### src/rtl/jpeg_bit_packer_if.sv
// Purpose : bundles the packer's code-input, stuffer-side and flush handshake signals.
// Ports   : code side  - ena_in, rdy_out, code, code_len, flush_in
//           word side  - out, ena_out, rdy_in; flush side - flush_out, done_in, done_out
//           word_count exists only when JPEG_BIT_PACKER_STATS_EN is defined.
// modport slave is the packer; modport master is whoever drives codes and plays the stuffer.
interface jpeg_bit_packer_if #(
   parameter int CODE_W = 32
);
   localparam int LEN_W = $clog2(CODE_W + 1);

   logic              ena_in;
   logic              rdy_out;
   logic [CODE_W-1:0] code;
   logic [LEN_W-1:0]  code_len;
   logic              flush_in;
   logic [15:0]       out;
   logic              ena_out;
   logic              rdy_in;
   logic              flush_out;
   logic              done_in;
   logic              done_out;
`ifdef JPEG_BIT_PACKER_STATS_EN
   logic [31:0]       word_count;
`endif

   modport slave (
`ifdef JPEG_BIT_PACKER_STATS_EN
      output word_count,
`endif
      input  ena_in, code, code_len, flush_in, rdy_in, done_in,
      output rdy_out, out, ena_out, flush_out, done_out
   );

   modport master (
`ifdef JPEG_BIT_PACKER_STATS_EN
      input  word_count,
`endif
      output ena_in, code, code_len, flush_in, rdy_in, done_in,
      input  rdy_out, out, ena_out, flush_out, done_out
   );
endinterface

### src/rtl/jpeg_bit_packer.sv
// Purpose : packs right-justified variable-length codes MSB-first into 16-bit words,
//           pads the last partial word with 1s at end of scan and sequences the stuffer flush.
// Latency : a code that brings fill to 16+ raises ena_out on the next cycle.
// Backpr. : out/ena_out hold while rdy_in is low; rdy_out drops when a full word is stuck.
// Ports   : clk, rst_n (async, active-low), bus (jpeg_bit_packer_if.slave).
// Option  : JPEG_BIT_PACKER_STATS_EN adds bus.word_count, a saturating count of emitted words.
module jpeg_bit_packer #(
   parameter int CODE_W = 32
) (
   input logic               clk,
   input logic               rst_n,
   jpeg_bit_packer_if.slave  bus
);

   localparam int LEN_W  = $clog2(CODE_W + 1);
   localparam int ACC_W  = CODE_W + 15;
   localparam int FILL_W = $clog2(CODE_W + 16);

   localparam logic [1:0] ST_RUN   = 2'd0;
   localparam logic [1:0] ST_DRAIN = 2'd1;
   localparam logic [1:0] ST_FLUSH = 2'd2;
   localparam logic [1:0] ST_DONE  = 2'd3;

   localparam logic [FILL_W-1:0] SIXTEEN = FILL_W'(16);

   // acc is left-justified: bit ACC_W-1 is the oldest unsent bit. Bits at and
   // below position fill (counted from the MSB) are always zero, so new codes
   // and padding can simply be OR-ed in.
   logic [ACC_W-1:0]  acc;
   logic [ACC_W-1:0]  acc_nxt;
   logic [FILL_W-1:0] fill;
   logic [FILL_W-1:0] fill_nxt;
   logic [FILL_W-1:0] fill_ae;
   logic [1:0]        state;
   logic [1:0]        state_nxt;
   logic              emit;
   logic              accept;
   logic [CODE_W-1:0] code_mask;
   logic [CODE_W-1:0] code_m;
   logic [ACC_W-1:0]  code_lj;

   assign bus.ena_out   = (fill >= SIXTEEN);
   assign emit          = bus.ena_out && bus.rdy_in;
   // fill as seen after this cycle's emit; a new code lands right behind it
   assign fill_ae       = emit ? (fill - SIXTEEN) : fill;
   assign bus.rdy_out   = (state == ST_RUN) && (fill_ae < SIXTEEN);
   assign accept        = bus.ena_in && bus.rdy_out;
   assign bus.out       = acc[ACC_W-1 -: 16];
   assign bus.flush_out = (state == ST_FLUSH);
   assign bus.done_out  = (state == ST_DONE);

   // Shifting by code_len == CODE_W yields zero, so the mask becomes all ones.
   assign code_mask = ~({CODE_W{1'b1}} << bus.code_len);
   assign code_m    = bus.code & code_mask;
   // Left-justify the code so its first bit sits at the accumulator MSB;
   // it is then moved down by fill_ae to sit behind the buffered bits.
   assign code_lj   = {code_m, 15'b0} << (LEN_W'(CODE_W) - bus.code_len);

   always_comb begin
      acc_nxt   = acc;
      fill_nxt  = fill;
      state_nxt = state;
      case (state)
         ST_RUN: begin
            if (bus.flush_in && (fill < SIXTEEN)) begin
               if (fill != '0) begin
                  // pad the partial word with 1s and hand it to DRAIN as a full word
                  acc_nxt   = acc | {16'hFFFF >> fill, {(ACC_W-16){1'b0}}};
                  fill_nxt  = SIXTEEN;
                  state_nxt = ST_DRAIN;
               end else begin
                  state_nxt = ST_FLUSH;
               end
            end else begin
               acc_nxt  = emit ? (acc << 16) : acc;
               fill_nxt = fill_ae;
               if (accept) begin
                  acc_nxt  = acc_nxt | (code_lj >> fill_ae);
                  fill_nxt = fill_ae + FILL_W'(bus.code_len);
               end
            end
         end
         ST_DRAIN: begin
            if (emit) begin
               acc_nxt   = acc << 16;
               fill_nxt  = fill_ae;
               state_nxt = ST_FLUSH;
            end
         end
         ST_FLUSH: begin
            if (bus.done_in) begin
               state_nxt = ST_DONE;
            end
         end
         default: begin
            // ST_DONE is terminal until reset
         end
      endcase
   end

   always_ff @(posedge clk or negedge rst_n) begin
      if (!rst_n) begin
         acc   <= '0;
         fill  <= '0;
         state <= ST_RUN;
      end else begin
         acc   <= acc_nxt;
         fill  <= fill_nxt;
         state <= state_nxt;
      end
   end

`ifdef JPEG_BIT_PACKER_STATS_EN
   logic [31:0] word_count_q;

   always_ff @(posedge clk or negedge rst_n) begin
      if (!rst_n) begin
         word_count_q <= '0;
      end else if (emit && (word_count_q != 32'hFFFF_FFFF)) begin
         word_count_q <= word_count_q + 32'd1;
      end
   end

   assign bus.word_count = word_count_q;
`endif

endmodule

### src/flat_wrapper.sv
// flat-port wrapper written by rule: the top's interface ports become plain ports
module jpeg_bit_packer_flat 
#(
   parameter int CODE_W = 32
)
  (clk, rst_n, bus_ena_in, bus_code, bus_code_len, bus_flush_in, bus_rdy_in, bus_done_in, bus_rdy_out, bus_out, bus_ena_out, bus_flush_out, bus_done_out);
  jpeg_bit_packer_if #(.CODE_W(CODE_W)) bus_i ();
  input logic clk;
  input logic rst_n;
  input wire logic [$bits(bus_i.ena_in)-1:0] bus_ena_in;
  input wire logic [$bits(bus_i.code)-1:0] bus_code;
  input wire logic [$bits(bus_i.code_len)-1:0] bus_code_len;
  input wire logic [$bits(bus_i.flush_in)-1:0] bus_flush_in;
  input wire logic [$bits(bus_i.rdy_in)-1:0] bus_rdy_in;
  input wire logic [$bits(bus_i.done_in)-1:0] bus_done_in;
  output wire logic [$bits(bus_i.rdy_out)-1:0] bus_rdy_out;
  output wire logic [$bits(bus_i.out)-1:0] bus_out;
  output wire logic [$bits(bus_i.ena_out)-1:0] bus_ena_out;
  output wire logic [$bits(bus_i.flush_out)-1:0] bus_flush_out;
  output wire logic [$bits(bus_i.done_out)-1:0] bus_done_out;
  assign bus_i.ena_in = bus_ena_in;
  assign bus_i.code = bus_code;
  assign bus_i.code_len = bus_code_len;
  assign bus_i.flush_in = bus_flush_in;
  assign bus_i.rdy_in = bus_rdy_in;
  assign bus_i.done_in = bus_done_in;
  assign bus_rdy_out = bus_i.rdy_out;
  assign bus_out = bus_i.out;
  assign bus_ena_out = bus_i.ena_out;
  assign bus_flush_out = bus_i.flush_out;
  assign bus_done_out = bus_i.done_out;
  jpeg_bit_packer #(.CODE_W(CODE_W)) u_core (.clk(clk), .rst_n(rst_n), .bus(bus_i));
endmodule
### config.mk
export PLATFORM = sky130hd
export DESIGN_NAME = jpeg_bit_packer_flat
export DESIGN_NICKNAME = d
export VERILOG_FILES = /design/src/rtl/jpeg_bit_packer_if.sv /design/src/rtl/jpeg_bit_packer.sv /design/src/flat_wrapper.sv
export SDC_FILE = /design/constraint.sdc
export NUM_CORES = 1
export LEC_CHECK = 0
export CELL_PAD_IN_SITES_DETAIL_PLACEMENT = 0
export CELL_PAD_IN_SITES_GLOBAL_PLACEMENT = 2
export CORE_MARGIN = 5
export CORE_UTILIZATION = 38
export CTS_CLUSTER_DIAMETER = 40
export DETAILED_ROUTE_END_ITERATION = 16
export PLACE_DENSITY = 0.95
export RECOVER_POWER = 50
export SLEW_MARGIN = 20
export SYNTH_ARGS = -nofsm -noshare
export SYNTH_HDL_FRONTEND = slang
export SYNTH_SLANG_ARGS = --single-unit
### constraint.sdc
create_clock -name clk -period 9 [get_ports clk]
set_input_delay 2.7 -clock clk [delete_from_list [all_inputs] [get_ports clk]]
set_output_delay 2.7 -clock clk [all_outputs]
set_load 0.02 [all_outputs]
Yosys cells after proc, flatten, opt, wreduce, memory -nomap -nowiden

Index checks and enable logic that the tools add are counted.

Bits in writable memories: 0
Flip-flop bits (word level): 55
Input bits: 44
Bits in latches: 0
Output and inout port bits: 20
Logic and storage cells: 51
Memories kept: 0
ROM bits: 0

Divide/modulo/power cells: 0
Multiplexer cells: 16
Bitwise logic cells: 4
Equality and inequality tests: 7
Shift operators: 4
Reduce and logical (&&, ||, !) cells: 11
Magnitude comparators: 3
Add/subtract/negate cells: 3
$mul: 0

Operator list:

| operator              | number |
|---|---|
| $mux 47               | 4 |
| $or 47x47->47         | 2 |
| $pmux 47 s2           | 1 |
| $shl 47x6->47         | 1 |
| $shr 47x6->47         | 1 |
| $and 32x32->32        | 1 |
| $not 32->32           | 1 |
| $shl 32x6->32 const A | 1 |
| $mux 6                | 5 |
| $shr 16x6->16 const A | 1 |
| $lt 6x5->1 const B    | 2 |
| $pmux 6 s2            | 1 |
| $mux 2                | 4 |
| $add 6x6->6           | 1 |
| $ge 6x5->1 const B    | 1 |
| $pmux 2 s3            | 1 |
| $reduce_bool 6->1     | 1 |
| $sub 6x5->6 const B   | 1 |
| $sub 6x6->6 const A   | 1 |
| $eq 2x2->1 const B    | 2 |
| $logic_and 1x1->1     | 4 |
| $ne 2x2->1 const B    | 2 |
| $reduce_and 4->1      | 1 |
| $ne 3x3->1 const B    | 1 |
| 7 further kinds       | 7 |

Longest topological paths before layout

Depth in word-level cells: 9
Gate-level depth with buffers: 19
Mapped depth without buffers: 14

Worst setup path after synthesis

Ideal clock, no wire load.

Path type: in2reg
From: in bus_code_len[0]
To: reg u_core.acc[41]
Library setup time: 0.143 ns
Buffers on the path: 4
Data required time: 8.857 ns
Setup slack: 2.314 ns
Arrival: 6.543 ns
Cell stages on the path: 18
Path through: buf_6 > clkinv_1 > clkbuf_1 > clkbuf_1 > ha_1 > clkbuf_2 > inv_1 > ha_1 > o41a_1 > a22o_1 > a32o_1 > or3_1 > o221a_4 > a2111oi_2 > a211oi_1 > a221o_1 > a21oi_1 > a211oi_1

Word-level cells in the longest chain between the ends: 9
Elaborated cells between the ends (all ways): 10
Those cells by class: 1 x add/sub; 3 x shift; 3 x mux; 3 x bitwise

RTL lines:

| element              | RTL line               | text |
|---|---|---|
| from (decl)          | flat_wrapper.sv:12     | `input wire logic [$bits(bus_i.code_len)-1:0] bus_code_len;` |
| $shl 32x6->32        | jpeg_bit_packer.sv:53  | `assign code_mask = ~({CODE_W{1'b1}} << bus.code_len);` |
| $not 32->32          | jpeg_bit_packer.sv:53  |  |
| $and 32x32->32       | jpeg_bit_packer.sv:54  | `assign code_m = bus.code & code_mask;` |
| $shl 47x6->47 *      | jpeg_bit_packer.sv:57  | `assign code_lj = {code_m, 15'b0} << (LEN_W'(CODE_W) - bus.code_len);` |
| $shr 47x6->47 *      | jpeg_bit_packer.sv:78  | `acc_nxt = acc_nxt \| (code_lj >> fill_ae);` |
| $or 47x47->47 *      | jpeg_bit_packer.sv:78  |  |
| $mux 47 *            | jpeg_bit_packer.sv:77  | `if (accept) begin` |
| $mux 47 *            | jpeg_bit_packer.sv:65  | `if (bus.flush_in && (fill < SIXTEEN)) begin` |
| $pmux 47 s2 *        | jpeg_bit_packer.sv:63  | `case (state)` |
| to (signal assigned) | jpeg_bit_packer.sv:107 | `acc <= acc_nxt;` |
| to (decl)            | jpeg_bit_packer.sv:29  | `logic [ACC_W-1:0] acc;` |

Every way passes the cells marked *; elsewhere a longest branch is shown, timed or not.
A chain may end at the register's enable or synchronous reset.

Worst setup path in the final report

From: in bus_rdy_in
To: out bus_rdy_out

Word-level cells in the longest chain between the ends: 4

RTL lines:

| element           | RTL line              | text |
|---|---|---|
| from (decl)       | flat_wrapper.sv:14    | `input wire logic [$bits(bus_i.rdy_in)-1:0] bus_rdy_in;` |
| $logic_and 1x1->1 | jpeg_bit_packer.sv:43 | `assign emit = bus.ena_out && bus.rdy_in;` |
| $mux 6            | jpeg_bit_packer.sv:45 | `assign fill_ae = emit ? (fill - SIXTEEN) : fill;` |
| $lt 6x5->1        | jpeg_bit_packer.sv:46 | `assign bus.rdy_out = (state == ST_RUN) && (fill_ae < SIXTEEN);` |
| $logic_and 1x1->1 | jpeg_bit_packer.sv:46 |  |
| to (decl)         | flat_wrapper.sv:16    | `output wire logic [$bits(bus_i.rdy_out)-1:0] bus_rdy_out;` |

No other way between the ends.

==> impl_metrics.csv <==
group,metric,value,unit
run_status,run_status,"finished with violations",
run_status,violations,"capacitance limit, slew limit",
die,die_w,160,um
place,hpwl,30.9,mm
sta,rsz0062_at_grt,"no",
logic_synthesis,synth_edf_count,0,
logic_synthesis,yosysSeqAreaShare,16.0,%
min_path,hold_path_class,"reg2reg",
drt,vias,10500,
sta,drv_slew,56,
drt,antenna_left,0,
global_routing,grt_pass1_wl,61.1,mm
worst_setup_path,reg2reg_to,"u_core.acc[17]",
min_path,min-delay-start,"u_core.acc[1]",
die,initial_core_util,38.3,%
logic_synthesis,syn_nets,1245,
logic_synthesis,synthArstFlopShare,100,%
global_routing,grt_pass1_vias,9604,
place,place.gp.congestion,1.03,
sta,period_share,86.8,%
cells_and_area,n_fill_cell,2343,
power,ir_drop,0.0000671,V
cells_and_area,antenna_cells,0,
clocking,clkTransAtPathRegs,0.08,ns
cells_and_area,areaGrowthSynthToFinish,8.53,%
clocking,clock_tree.root_cell,"clkbuf_16",
logic_synthesis,syn_area_per_cell,7.25,um2
drt,routed_wl,40.5,mm
clocking,postCtsResizedCells,0,
place,port_buffers,63,
sta,period_needed,7.81,ns
clocking,cts_buffers,5,
drt,via_per_inst,7.23,
global_routing,grt_overflow,0,
clocking,ctsHtreeMaxLevel,2,
sta,setup_viol,0,
logic_synthesis,ys_types,90,
place,placed_area,9170,um2
drt,drtIter0Drc,1331,
run,max_cap_viol_count,1,
clocking,cts_buffer_depth,2,
worst_setup_path,r2r_start,"u_core.fill[4]",
cells_and_area,layout_common_cells,"132 x nand2_1, 95 x nor2_1, 80 x o21ai_0, 73 x a21oi_1, 54 x dfrtp_1",
cells_and_area,nNetsFinal,1222,
die,die_y,160,um
logic_synthesis,ys.flop_type,"dfrtp_1",
worst_setup_path,worst_setup_path_start_kind,"input port",
sta,worst_pin_slew,3.15,ns
clocking,cts_sinks,55,
sta,fin_setup_tns,0,ns
clocking,cts_tree,"yes",
clocking,clock_latency,0.30,ns
global_routing,groute.usage.overall,30.2,%
logic_synthesis,yosys_warnings,0,
global_routing,grt_max_degree,56,
cells_and_area,finalInstanceArea,9310,um2
logic_synthesis,syn_inst,1184,
drt,drcViolationCount,0,
logic_synthesis,ys_ff_latch,55,
sta,clock_skew,0.00648,ns
drt,wl_per_cell,28.0,um
die,num_rows,55,
sta,fmax,128,MHz
worst_setup_path,cp.arrival,5.11,ns
worst_setup_path,reg2reg_slack,4.36,ns
worst_setup_path,r2r_cells,12,
sta,hold_viol,0,
clocking,cts_hold_buf,0,
logic_synthesis,syn_area,8580,um2
min_path,whs_endpoint,"u_core.acc[1]",
global_routing,antenna_found_initial,0,
worst_setup_path,end_kind,"output port",
clocking,postCtsSetupBuffers,0,
die,io_pins,64,
drt,drt_pass1_iterations,6,
worst_setup_path,critical_path_class,"in2out",
die,core,22400,um2
power,powerDensity,94.4,nW/um2
cells_and_area,layout_commonest_cell,"nand2_1",
cells_and_area,drive_gt1_share,7.83,%
min_path,hold_path_depth,2,
worst_setup_path,required,6.30,ns
sta,slew-limit-headroom,-110,%
die,dieArea,25700,um2
worst_setup_path,crit_fanout,38,
power,p_leak,3.51,nW
-- cell usage after synthesis, types with 17 or more instances --
cell type    n  area (um2)
a211oi_1    18         135
a21oi_1     73         365
a31oi_1     19         119
buf_2       31         155
buf_4       17         128
clkbuf_1    54         203
dfrtp_1     55        1380
inv_1       23        86.3
mux2i_1     40         400
nand2_1    132         495
nand3_1     45         225
nand4_1     21         131
nor2_1      95         357
nor3_1      32         160
o211ai_1    32         240
o21ai_0     80         400
o221ai_1    17         149
o22ai_1     32         200
o31ai_1     17         128
-- registers in the layout, indices dropped and copies added, names as in the netlist --
signal,flops
u_core.acc,47
u_core.state,2
u_core.fill,6
-- stage by stage --
stage / hold slack (ns) / setup WS, ns / total power (W) / utilization [%] / instances
CTS: 0.482 / 1.24 / 0.000864 / 41.5 / 1447
global route: 0.516 / 1.08 / 0.000909 / 41.5 / 1447
detailed placement: 0.465 / 1.25 / 0.000658 / 40.9 / 1439
floorplan: 0.446 / 2.31 / 0.000512 / - / 1184
global placement: 0.466 / 1.25 / 0.000663 / 40.9 / 1439
finish: 0.482 / 1.19 / 0.000879 / 41.5 / 1447
-- critical path, stage by stage --
cell and delay, ns:
clkdlybuf4s50_1 0.41, nor2b_2 0.15, buf_4 0.25, xnor2_1 0.67
and3_1 0.30, clkdlybuf4s50_1 0.62
-- report_power, final --
group	internal, W	switching [W]	leakage (nW)
sequential	0.000248	0.000000839	0.693
combinational	0.000139	0.000284	2.74
clock	0.000105	0.000102	0.0742
-- cell type report --
class	count	area [um2]	share of cell area (%)
clock buffers	5	125	1.34
flip-flops and latches	55	1380	14.8
well taps	285	357	3.83
clock inverters	3	22.5	0.242
multi-input cells	980	6510	69.9
repair buffers	91	817	8.77
inverters	28	105	1.13
-- how the worst max path moves through the flow --
stage	start	to	slack (ns)	depth (start not counted)
after floorplan	bus_code_len[0]	u_core.acc[41]	2.31	18
after global placement	bus_rdy_in	bus_rdy_out	1.25	6
after detailed placement	bus_rdy_in	bus_rdy_out	1.25	6
after CTS	bus_rdy_in	bus_rdy_out	1.24	6
after global routing	bus_rdy_in	bus_rdy_out	1.08	6
final	bus_rdy_in	bus_rdy_out	1.19	6
-- metal layers --
layer | share of wire [%] | vias to the layer above | track usage (%)
met5 | 0 | - | 0
met4 | 6.9 | 0 | 17.7
met3 | 9.0 | 147 | 2.99
met2 | 46 | 730 | 48.8
met1 | 38 | 5010 | 39.0
li1 | - | 4575 | -
-- logic make-up (layout without fill, tap and decap cells) --
logic type,Yosys count,after routing,synth area share [%]
xor+xnor,7,7,0.714
buf+inv,149,127,8.16
compound gates,484,484,40.8
fa+ha+maj,17,17,2.57
simple gates,409,409,22.7
flops,55,55,16.0
mux,63,63,9.04
No activity file was read; power rests on OpenSTA's default activity.
